==> src/rtl/vga_timing_gen_if.sv <==
// ---------------------------------------------------------------------------
// vga_timing_gen_if
//   Signal bundle between the scan/timing generator, the frame compositor and
//   the panel pins.
//
//   master : the timing generator (drives coordinates and panel signals)
//   slave  : the compositor / panel side (drives pixel_in and test_mode)
//
//   test_mode   : selects internal colour bars (only honoured when the DUT is
//                 built with VGA_TIMING_TEST_PATTERN_EN)
//   pixel_in    : RGB from the compositor, {R[23:16],G[15:8],B[7:0]}
//   vga_h/vga_v : raw scan counters presented to the compositor
//   hsync/vsync : panel sync outputs
//   de          : panel data enable
//   rgb_out     : panel pixel, zero whenever de is low
//   frame_start : one-clock pulse aligned with output pixel (0,0)
// ---------------------------------------------------------------------------
interface vga_timing_gen_if;
    logic        test_mode;
    logic [23:0] pixel_in;
    logic [10:0] vga_h;
    logic [10:0] vga_v;
    logic        hsync;
    logic        vsync;
    logic        de;
    logic [23:0] rgb_out;
    logic        frame_start;

    modport master (
        input  test_mode, pixel_in,
        output vga_h, vga_v, hsync, vsync, de, rgb_out, frame_start
    );

    modport slave (
        output test_mode, pixel_in,
        input  vga_h, vga_v, hsync, vsync, de, rgb_out, frame_start
    );
endinterface

==> src/rtl/vga_timing_gen.sv <==
// ---------------------------------------------------------------------------
// vga_timing_gen
//   Scan/timing source for the 800x480 video path. Free-running h/v counters
//   are presented to the frame compositor on vga_h/vga_v; the compositor's
//   pixel comes back on pixel_in PIXEL_LATENCY clocks later. The timing flags
//   are delayed to match, so every panel output at clock t describes the
//   coordinate presented at clock t-(PIXEL_LATENCY+1).
//
//   Ports:
//     clk     : pixel clock
//     reset_n : asynchronous active-low reset; release is expected to be
//               synchronous to clk (no internal synchroniser, so the first
//               clock after release presents (0,0))
//     bus     : vga_timing_gen_if.master (see interface file)
//
//   Optional build macro VGA_TIMING_TEST_PATTERN_EN: when defined, test_mode=1
//   replaces pixel_in with eight 100-pixel colour bars derived from the
//   aligned h position. When undefined, test_mode is ignored.
//
//   Constraint: H_TOTAL and V_TOTAL must not exceed 2047 (11-bit counters).
//   PIXEL_LATENCY legal range is 1..8.
// ---------------------------------------------------------------------------
module vga_timing_gen #(
    parameter int H_ACTIVE      = 800,
    parameter int H_FP          = 40,
    parameter int H_SYNC        = 48,
    parameter int H_BP          = 40,
    parameter int V_ACTIVE      = 480,
    parameter int V_FP          = 13,
    parameter int V_SYNC        = 3,
    parameter int V_BP          = 29,
    parameter bit HSYNC_POL     = 1'b0,
    parameter bit VSYNC_POL     = 1'b0,
    parameter int PIXEL_LATENCY = 2
) (
    input  logic              clk,
    input  logic              reset_n,
    vga_timing_gen_if.master  bus
);

    localparam int H_TOTAL = H_ACTIVE + H_FP + H_SYNC + H_BP;
    localparam int V_TOTAL = V_ACTIVE + V_FP + V_SYNC + V_BP;

    localparam logic [10:0] H_LAST     = 11'(H_TOTAL - 1);
    localparam logic [10:0] V_LAST     = 11'(V_TOTAL - 1);
    localparam logic [10:0] H_ACT_END  = 11'(H_ACTIVE);
    localparam logic [10:0] V_ACT_END  = 11'(V_ACTIVE);
    localparam logic [10:0] HS_START   = 11'(H_ACTIVE + H_FP);
    localparam logic [10:0] HS_END     = 11'(H_ACTIVE + H_FP + H_SYNC);
    localparam logic [10:0] VS_START   = 11'(V_ACTIVE + V_FP);
    localparam logic [10:0] VS_END     = 11'(V_ACTIVE + V_FP + V_SYNC);

    logic [10:0] h_cnt;
    logic [10:0] v_cnt;
    logic        h_wrap;
    logic        v_wrap;

    logic act_p0, hs_p0, vs_p0, fs_p0;

    logic [PIXEL_LATENCY-1:0] act_p1;
    logic [PIXEL_LATENCY-1:0] hs_p1;
    logic [PIXEL_LATENCY-1:0] vs_p1;
    logic [PIXEL_LATENCY-1:0] fs_p1;

    logic        de_p2;
    logic        hsync_p2;
    logic        vsync_p2;
    logic        fs_p2;
    logic [23:0] rgb_p2;

    logic [23:0] pix_sel;

    // ---- p0: free-running scan counters and raw timing flags --------------
    assign h_wrap = (h_cnt == H_LAST);
    assign v_wrap = (v_cnt == V_LAST);

    always_ff @(posedge clk or negedge reset_n) begin
        if (!reset_n) begin
            h_cnt <= '0;
            v_cnt <= '0;
        end else begin
            h_cnt <= h_wrap ? 11'd0 : h_cnt + 11'd1;
            if (h_wrap) begin
                v_cnt <= v_wrap ? 11'd0 : v_cnt + 11'd1;
            end
        end
    end

    always_comb begin
        act_p0 = (h_cnt < H_ACT_END) && (v_cnt < V_ACT_END);
        hs_p0  = (h_cnt >= HS_START) && (h_cnt < HS_END);
        vs_p0  = (v_cnt >= VS_START) && (v_cnt < VS_END);
        fs_p0  = (h_cnt == 11'd0) && (v_cnt == 11'd0);
    end

    // ---- p1: delay line matching the compositor latency -------------------
    always_ff @(posedge clk or negedge reset_n) begin
        if (!reset_n) begin
            act_p1 <= '0;
            hs_p1  <= '0;
            vs_p1  <= '0;
            fs_p1  <= '0;
        end else begin
            act_p1[0] <= act_p0;
            hs_p1[0]  <= hs_p0;
            vs_p1[0]  <= vs_p0;
            fs_p1[0]  <= fs_p0;
            for (int i = 1; i < PIXEL_LATENCY; i++) begin
                act_p1[i] <= act_p1[i-1];
                hs_p1[i]  <= hs_p1[i-1];
                vs_p1[i]  <= vs_p1[i-1];
                fs_p1[i]  <= fs_p1[i-1];
            end
        end
    end

`ifdef VGA_TIMING_TEST_PATTERN_EN
    // The h position and test_mode travel with the flags so a mode switch
    // lands on the output with the same latency as the coordinate it
    // was sampled with.
    logic [10:0]              hpos_p1 [PIXEL_LATENCY];
    logic [PIXEL_LATENCY-1:0] tm_p1;

    function automatic logic [23:0] bar_colour(input logic [10:0] h);
        logic [23:0] c;
        if      (h < 11'd100) c = 24'hFFFFFF;
        else if (h < 11'd200) c = 24'hFFFF00;
        else if (h < 11'd300) c = 24'h00FFFF;
        else if (h < 11'd400) c = 24'h00FF00;
        else if (h < 11'd500) c = 24'hFF00FF;
        else if (h < 11'd600) c = 24'hFF0000;
        else if (h < 11'd700) c = 24'h0000FF;
        else                  c = 24'h000000;
        return c;
    endfunction

    always_ff @(posedge clk or negedge reset_n) begin
        if (!reset_n) begin
            tm_p1 <= '0;
            for (int i = 0; i < PIXEL_LATENCY; i++) begin
                hpos_p1[i] <= '0;
            end
        end else begin
            tm_p1[0]   <= bus.test_mode;
            hpos_p1[0] <= h_cnt;
            for (int i = 1; i < PIXEL_LATENCY; i++) begin
                tm_p1[i]   <= tm_p1[i-1];
                hpos_p1[i] <= hpos_p1[i-1];
            end
        end
    end

    assign pix_sel = tm_p1[PIXEL_LATENCY-1] ? bar_colour(hpos_p1[PIXEL_LATENCY-1])
                                            : bus.pixel_in;
`else
    logic unused_test_mode;
    assign unused_test_mode = bus.test_mode;
    assign pix_sel          = bus.pixel_in;
`endif

    // ---- p2: output register, pixel gated by the aligned data enable ------
    always_ff @(posedge clk or negedge reset_n) begin
        if (!reset_n) begin
            de_p2    <= 1'b0;
            hsync_p2 <= ~HSYNC_POL;
            vsync_p2 <= ~VSYNC_POL;
            fs_p2    <= 1'b0;
            rgb_p2   <= '0;
        end else begin
            de_p2    <= act_p1[PIXEL_LATENCY-1];
            hsync_p2 <= hs_p1[PIXEL_LATENCY-1] ? HSYNC_POL : ~HSYNC_POL;
            vsync_p2 <= vs_p1[PIXEL_LATENCY-1] ? VSYNC_POL : ~VSYNC_POL;
            fs_p2    <= fs_p1[PIXEL_LATENCY-1];
            rgb_p2   <= act_p1[PIXEL_LATENCY-1] ? pix_sel : 24'h000000;
        end
    end

    assign bus.vga_h       = h_cnt;
    assign bus.vga_v       = v_cnt;
    assign bus.de          = de_p2;
    assign bus.hsync       = hsync_p2;
    assign bus.vsync       = vsync_p2;
    assign bus.frame_start = fs_p2;
    assign bus.rgb_out     = rgb_p2;

endmodule

==> src/flat_wrapper.sv <==
// flat-port wrapper written by rule: the top's interface ports become plain ports
module vga_timing_gen_flat 
#(
    parameter int H_ACTIVE      = 800,
    parameter int H_FP          = 40,
    parameter int H_SYNC        = 48,
    parameter int H_BP          = 40,
    parameter int V_ACTIVE      = 480,
    parameter int V_FP          = 13,
    parameter int V_SYNC        = 3,
    parameter int V_BP          = 29,
    parameter bit HSYNC_POL     = 1'b0,
    parameter bit VSYNC_POL     = 1'b0,
    parameter int PIXEL_LATENCY = 2
)
  (clk, reset_n, bus_test_mode, bus_pixel_in, bus_vga_h, bus_vga_v, bus_hsync, bus_vsync, bus_de, bus_rgb_out, bus_frame_start);
  vga_timing_gen_if bus_i ();
  input  logic clk;
  input  logic reset_n;
  input wire logic [$bits(bus_i.test_mode)-1:0] bus_test_mode;
  input wire logic [$bits(bus_i.pixel_in)-1:0] bus_pixel_in;
  output wire logic [$bits(bus_i.vga_h)-1:0] bus_vga_h;
  output wire logic [$bits(bus_i.vga_v)-1:0] bus_vga_v;
  output wire logic [$bits(bus_i.hsync)-1:0] bus_hsync;
  output wire logic [$bits(bus_i.vsync)-1:0] bus_vsync;
  output wire logic [$bits(bus_i.de)-1:0] bus_de;
  output wire logic [$bits(bus_i.rgb_out)-1:0] bus_rgb_out;
  output wire logic [$bits(bus_i.frame_start)-1:0] bus_frame_start;
  assign bus_i.test_mode = bus_test_mode;
  assign bus_i.pixel_in = bus_pixel_in;
  assign bus_vga_h = bus_i.vga_h;
  assign bus_vga_v = bus_i.vga_v;
  assign bus_hsync = bus_i.hsync;
  assign bus_vsync = bus_i.vsync;
  assign bus_de = bus_i.de;
  assign bus_rgb_out = bus_i.rgb_out;
  assign bus_frame_start = bus_i.frame_start;
  vga_timing_gen #(.H_ACTIVE(H_ACTIVE), .H_FP(H_FP), .H_SYNC(H_SYNC), .H_BP(H_BP), .V_ACTIVE(V_ACTIVE), .V_FP(V_FP), .V_SYNC(V_SYNC), .V_BP(V_BP), .HSYNC_POL(HSYNC_POL), .VSYNC_POL(VSYNC_POL), .PIXEL_LATENCY(PIXEL_LATENCY)) u_core (.clk(clk), .reset_n(reset_n), .bus(bus_i));
endmodule
==> config.mk <==
export PLATFORM = sky130hd
export DESIGN_NAME = vga_timing_gen_flat
export DESIGN_NICKNAME = d
export VERILOG_FILES = /design/src/rtl/vga_timing_gen_if.sv /design/src/rtl/vga_timing_gen.sv /design/src/flat_wrapper.sv
export SDC_FILE = /design/constraint.sdc
export NUM_CORES = 1
export LEC_CHECK = 0
export ABC_AREA = 1
export CAP_MARGIN = 25
export CELL_PAD_IN_SITES_DETAIL_PLACEMENT = 1
export CELL_PAD_IN_SITES_GLOBAL_PLACEMENT = 1
export CORE_MARGIN = 4
export CORE_UTILIZATION = 31
export DETAILED_ROUTE_END_ITERATION = 8
export GPL_TIMING_DRIVEN = 0
export HOLD_SLACK_MARGIN = 0.02
export PLACE_DENSITY = 0.75
export SETUP_SLACK_MARGIN = 0.2
export SYNTH_ARGS = -nofsm -noshare
export SYNTH_HDL_FRONTEND = slang
export SYNTH_SLANG_ARGS = --single-unit
export TNS_END_PERCENT = 20
==> constraint.sdc <==
create_clock -name clk -period 1.4 [get_ports clk]
set_clock_uncertainty 0.15 [all_clocks]
set_input_delay 0.28 -clock clk [delete_from_list [all_inputs] [get_ports clk]]
set_output_delay 0.28 -clock clk [all_outputs]
set_load 0.005 [all_outputs]
==> results of run 1 <==
Yosys cell counts, types with 2 or more instances:
library cell   n  area [um2]
nand2_1       66         248
nand3b_1       2        15.0
dfstp_2        2        52.6
a21oi_1        4        20.0
nand4_1        4        25.0
o21ai_0        6        30.0
dfrtp_1       56        1400
ha_1           5        62.6
inv_1         52         195
clkbuf_1       2        7.51
nand3_1       19        95.1
nor3_1         9        45.0
xor2_1         8        70.1
nor2_1        25        93.8
worst max-delay path: cells and delay by family, from the launching register on:
family / cells / cell delay [ps]
and+or+nand+nor: 7 / 660
DFF: 1 / 420
buffers and inverters: 2 / 240
cells by family (layout without fill, tap and decap cells):
group	Yosys count	count (layout)	synth area share (%)
flip-flops	58	58	59.3
AO/OA/AOI/OAI	12	12	2.71
buffers and inverters	57	189	8.94
adder cells (fa/ha/maj)	5	5	2.55
XOR/XNOR	9	9	3.22
AND/OR/NAND/NOR	130	130	23.2
worst paths after layout:
| path | startpoint | endpoint | slack (ps) | depth (start not counted) |
|---|---|---|---|---|
| worst max register to register | u_core.bus.vga_v[1]$_DFFE_PN0N_ | u_core.bus.vga_v[9]$_DFFE_PN0N_ | -170 | 9 |
| max in group asynchronous | reset_n | u_core.bus.vsync$_DFF_PN1_ | 560 | 2 |
| worst min register to register | u_core.hs_p1[0]$_DFF_PN0_ | u_core.hs_p1[1]$_DFF_PN0_ | 190 | 0 |
| worst max-delay path | u_core.bus.vga_v[1]$_DFFE_PN0N_ | u_core.bus.vga_v[9]$_DFFE_PN0N_ | -170 | 9 |
| min in group clk | u_core.hs_p1[0]$_DFF_PN0_ | u_core.hs_p1[1]$_DFF_PN0_ | 190 | 0 |
| worst min-delay path | reset_n | u_core.bus.rgb_out[4]$_DFF_PN0_ | -140 | 1 |
metal layers:
metal / vias to the layer above / routed length (um) / part of all wire [%] / track usage (%)
met2: 76 / 4000 / 52 / 26.6
met1: 1111 / 3100 / 41 / 17.9
met3: 27 / 268 / 3.5 / 3.53
li1: 1081 / - / - / -
met4: 0 / 275 / 3.6 / 5.62
met5: - / 0 / 0 / 0
sequential cells by signal, summed over array words and instances, names as in the netlist:
register and flops:
u_core.act_p1 2, u_core.bus.de 1, u_core.bus.frame_start 1, u_core.bus.hsync 1, u_core.bus.rgb_out 24, u_core.bus.vga_h 11
u_core.bus.vga_v 11, u_core.bus.vsync 1, u_core.fs_p1 2, u_core.hs_p1 2, u_core.vs_p1 2
area by class of cell:
class	count	area [um2]	area share [%]
clock inverter	6	82.6	2.08
tap	102	128	3.22
sequential	58	1470	37.0
multi-input combinational	156	988	24.9
buffer	4	26.3	0.662
clock buffer	10	128	3.22
timing repair buffer	116	942	23.7
inverter	53	204	5.14
power by group:
group	total (mW)	internal (mW)	switching, mW
logic	0.177	0.0996	0.0772
clock network	1.68	0.993	0.683
registers	1.72	1.71	0.00745
through the flow:
stage          util (%)  cell area, um2  std cells
3_5_place_dp       43.6            3350        449
5_1_grt            51.6            3970        505
6_report           51.6            3970        505
4_1_cts            48.8            3750        493
2_1_floorplan         -            2460        271
3_3_place_gp       43.4            3340        448
repair_timing:
item | in CTS | in global routing
pin swaps | 3 | 14
gates resized for setup | 153 | 139
endpoints found under the hold margin | 30 | 30
buffers inserted | 28 | 12
setup endpoints to repair | 94 | 95
==> qor.txt, run 1 <==
run status - finished, violations left
failing checks - hold timing, setup timing
critical path fanouts, max - 5
Placer Congestion - 0.857
via count - 2295
Async SR Flop Fraction - 100%
post-route setup slack - -171 ps
sequential cell area fraction in the yosys report - 59.3%
DP Worst Slack - -339 ps
Yosys warning total - 0
initial DRC count - 71
Setup Total Neg Slack - -1980 ps
Die H - 96.9 um
row cnt - 32
remaining antenna violation count after routing - 0
Critical Path Slowest Stage Cell - dfrtp_2
Num CTS Buffers - 9
initial antenna violation count - 0
die area - 9390 um2
most common cell after layout, fill and taps aside - nand2_1
Slew headroom - 48.7%
GRT overflow - 0
Power Total - 3.57 mW
fin. max-slew vios - 0
WP data arrival - 1650 ps
Root Driver - clkbuf_8
Detailed Route WL - 7.65 mm
Worst-path clk slew - 70 ps
cell mode on critical path - nand2_1
n_diodes - 0
area grow syn2layout - 62.0%
hpwl dp - 4.58 mm
worst-margin pin slew - 769 ps
critical path class - reg -> reg
Longest Clk Path Bufs - 2
max cap viols - 0
largest net degree at the start of global routing - 33
VDD IR max - 0.558 mV
layout cells sized above 1 - 43.2%
CTS tree - done
DRC Markers - 0
RSZ-0062 raised after global routing - true
period utilisation layout - 112%
CTS H-tree depth - 3
hold crit path type - in -> async
port bufs - 75
synthesis-stage register bit count - 58
final hold slack - -136 ps
Initial Utilization - 31.9%
Die Wd - 96.9 um
Fillers - 910
I/O Pins - 77
Mapped Nets - 303
CTS sink cnt - 58
P per Cell Area - 900 nW/um2
commonest non-fill, non-tap cells in the layout - nand2_1, dfrtp_1, inv_1
WL/cell - 15.1 um
crit-path max cell delay - 420 ps
number of vias per cell - 4.54
Post-synth EDFFs - 0
vias in the first global route - 2382
Post-Syn Instances - 271
setup violators final - 22
ys flop type - dfrtp_1
Max Fclk - 637 MHz
worst-path cell chain - buf_4, buf_4, nand2_1, nor2_1, nand3_1, nand2_1, nand2_1, nand3_1, nand2_1
fin crit period - 1570 ps
synthesized area - 2450 um2
Final #Nets - 430
Cell variety after synth - 25
DR pass1 iterations - 4
first-pass GRT wire length - 11.5 mm
Syn Area/Cell - 9.04 um2
Final Hold Viols - 30
CORE AREA - 7690 um2
Setup crit start kind - flip-flop
Critical Path Sink Type - flip-flop
Global Route Usage Sum - 15.2%
leakage - 2.12 nW
Clock Latency Late Sink - 340 ps
worst path required time - 1470 ps
Power figures use the tool's default switching activity.
==> run 2: changes to the inputs <==
- CORE_ASPECT_RATIO: not set -> 0.7
==> run 2 against run 1 <==
Net effect: the run still ends with hold timing, setup timing left; global-route usage is 5.7 points higher; sequential power about the same; worst setup slack lost 92 ps; critical endpoint is now u_core.bus.vga_h[7]$_DFF_PN0_; largest power group is now the clock network.
==> qor.txt, run 2 (synthesized netlist as in run 1, its figures left out) <==
run status - finished, violations left
failing checks - hold timing, setup timing
vias in the first global route - 2678 (+12%)
Final Hold Viols - 17 (-43%)
hpwl dp - 5.04 mm (+9.9%)
WP data arrival - 1720 ps (+70 ps)
Longest Clk Path Bufs - 2 (unchanged)
Die Wd - 114 um (+18%)
initial antenna violation count - 0 (unchanged)
area grow syn2layout - 77.8%
Slew headroom - 69.2% (+20 points)
crit-path max cell delay - 420 ps (about the same)
Buffers & Inverters on Critical Path - 3 (+1)
I/O Pins - 77 (unchanged)
Root Driver - clkbuf_16
max FFs per register - 24 (unchanged)
P per Cell Area - 911 nW/um2 (+1.3%)
CTS tree - done
Global Route Usage Sum - 20.8% (+5.7 points)
largest net degree at the start of global routing - 42 (+27%)
leakage - 2.26 nW (+6.6%)
period utilisation layout - 119% (+6.6 points)
worst-margin pin slew - 462 ps (-307 ps)
Detailed Route WL - 10.3 mm (+35%)
Setup crit start kind - flip-flop
DR pass1 iterations - 4 (unchanged)
RSZ-0062 raised after global routing - true
hold crit path type - in -> async
GRT overflow - 0 (unchanged)
worst-path cell chain - buf_4, inv_1, nor2_4, nand2_4, buf_12, o21ai_4, nor2_1
Critical Path Sink Type - flip-flop
VDD IR max - 0.502 mV (-10%)
first-pass GRT wire length - 14.5 mm (+26%)
Initial Utilization - 32.7% (+0.87 points)
final hold slack - -256 ps (-120 ps)
Power Total - 3.97 mW (+11%)
Die H - 82.4 um (-15%)
via count - 2518 (+9.7%)
switching fraction of total power - 23.1% (+1.5 points)
remaining antenna violation count after routing - 0 (unchanged)
WL/cell - 19.9 um (+31%)
Int Pwr - 3.06 mW (+9.0%)
port bufs - 75 (unchanged)
fin. max-slew vios - 0 (unchanged)
layout cells sized above 1 - 51.4% (+8.2 points)
worst path required time - 1450 ps (-20 ps)
Max Fclk - 601 MHz (-5.6%)
Final #Nets - 449 (+4.4%)
post-route cell area - 4360 um2 (+9.8%)
DRC Markers - 0 (unchanged)
NetSw - 0.915 mW (+19%)
commonest non-fill, non-tap cells in the layout - nand2_1, inv_1, buf_4
dpl cells - 445 (-0.89%)
Num CTS Buffers - 9 (unchanged)
CORE AREA - 7480 um2 (-2.7%)
row cnt - 26 (-19%)
Critical Path Slowest Stage Cell - dfrtp_1
die area - 9410 um2 (+0.24%)
post-route setup slack - -263 ps (-92.4 ps)
most common cell after layout, fill and taps aside - nand2_1
initial DRC count - 140 (+97%)
Clock Latency Late Sink - 340 ps (about the same)
Clk pwr share - 52.0% (+5.1 points)
Final Non-Filler Cells - 520 (+3.0%)
dpl cell area - 3350 um2 (-0.15%)
delay-heaviest family, CP - flip-flops
Placer Congestion - 0.826 (-3.6%)
Setup Total Neg Slack - -4440 ps (-2450 ps)
CTS sink cnt - 58 (unchanged)
setup violators final - 29 (+32%)
n_diodes - 0 (unchanged)
critical path class - reg -> reg
fin crit period - 1660 ps (+92.4 ps)
CTS H-tree depth - 3 (unchanged)
Comb power frac - 4.6% (-0.4 points)
Seq pwr share - 43.4% (-4.7 points)
Worst-path clk slew - 50 ps (-20 ps)
number of vias per cell - 4.84 (+6.6%)
critical path fanouts, max - 4 (-1)
max cap viols - 0 (unchanged)
==> run 2: cell types whose count changed in the layout (fill, tap and decap cells not counted), moves of 7 or more <==
cell / before / now
buf_4: 27 / 44
nand2_2: 3 / 13
clkbuf_2: 13 / 2
clkbuf_16: 0 / 9
nand2_1: 59 / 49
buf_2: 30 / 38
nand3_1: 14 / 7
clkbuf_8: 9 / 1
==> run 2: layer usage <==
metal | track usage (%) | share of wire (%)
met4 | 8.42 | 3.6
met3 | 5.46 | 4.8
met1 | 22.9 | 39
met2 | 38.7 | 52
met5 | 0 | 0
==> run 2: path summary, 6_finish.rpt <==
check                                              start                               end  slack, ps  depth (start not counted)
max reg2reg                u_core.bus.vga_h[3]$_DFF_PN0_     u_core.bus.vga_h[7]$_DFF_PN0_       -260                          7
min                                              reset_n  u_core.bus.rgb_out[17]$_DFF_PN0_       -260                          1
max in group asynchronous                        reset_n        u_core.bus.vsync$_DFF_PN1_        710                          2
min in group clk               u_core.fs_p1[1]$_DFF_PN0_  u_core.bus.frame_start$_DFF_PN0_        200                          0
min reg2reg                    u_core.fs_p1[1]$_DFF_PN0_  u_core.bus.frame_start$_DFF_PN0_        200                          0
max                        u_core.bus.vga_h[3]$_DFF_PN0_     u_core.bus.vga_h[7]$_DFF_PN0_       -260                          7
==> run 2: area by class of cell <==
class                   instances  area (um2)
fillers                       853        3130
clock buffers                  10         239
clock inverters                 6        41.3
multi-input cells             156        1140
plain buffers                   4        31.3
inverters                      53         211
repair buffers                135        1100
well taps                      98         123
flip-flops and latches         58        1470
==> run 2: power groups by stage <==
| stage | logic [mW] | registers [mW] | clock network, mW |
|---|---|---|---|
| finish | 0.183 | 1.72 | 2.07 |
| global route | 0.207 | 1.72 | 2.19 |
| CTS | 0.187 | 1.72 | 2.10 |
| detailed placement | 0.219 | 1.75 | 0 |
| global placement | 0.207 | 1.75 | 0 |
| floorplan | 0.0252 | 1.76 | 0 |
==> run 2: per-stage QoR <==
stage / worst slack, ps / hold slack (ps) / util [%]
floorplan: -89.5 / -166 / -
global placement: -1940 / 181 / 44.5
detailed placement: -357 / 104 / 44.7
CTS: -115 / -252 / 54.0
global route: -316 / -238 / 58.2
finish: -263 / -256 / 58.2
==> run 2: timing repair <==
| item | 4_1_cts | 5_1_grt |
|---|---|---|
| setup buffers | 43 | 15 |
| setup endpoints to repair | 95 | 84 |
| pin swaps | 28 | 31 |
| endpoints found under the hold margin | 17 | 17 |
| gates cloned | 1 | 0 |
| resized for setup | 299 | 46 |
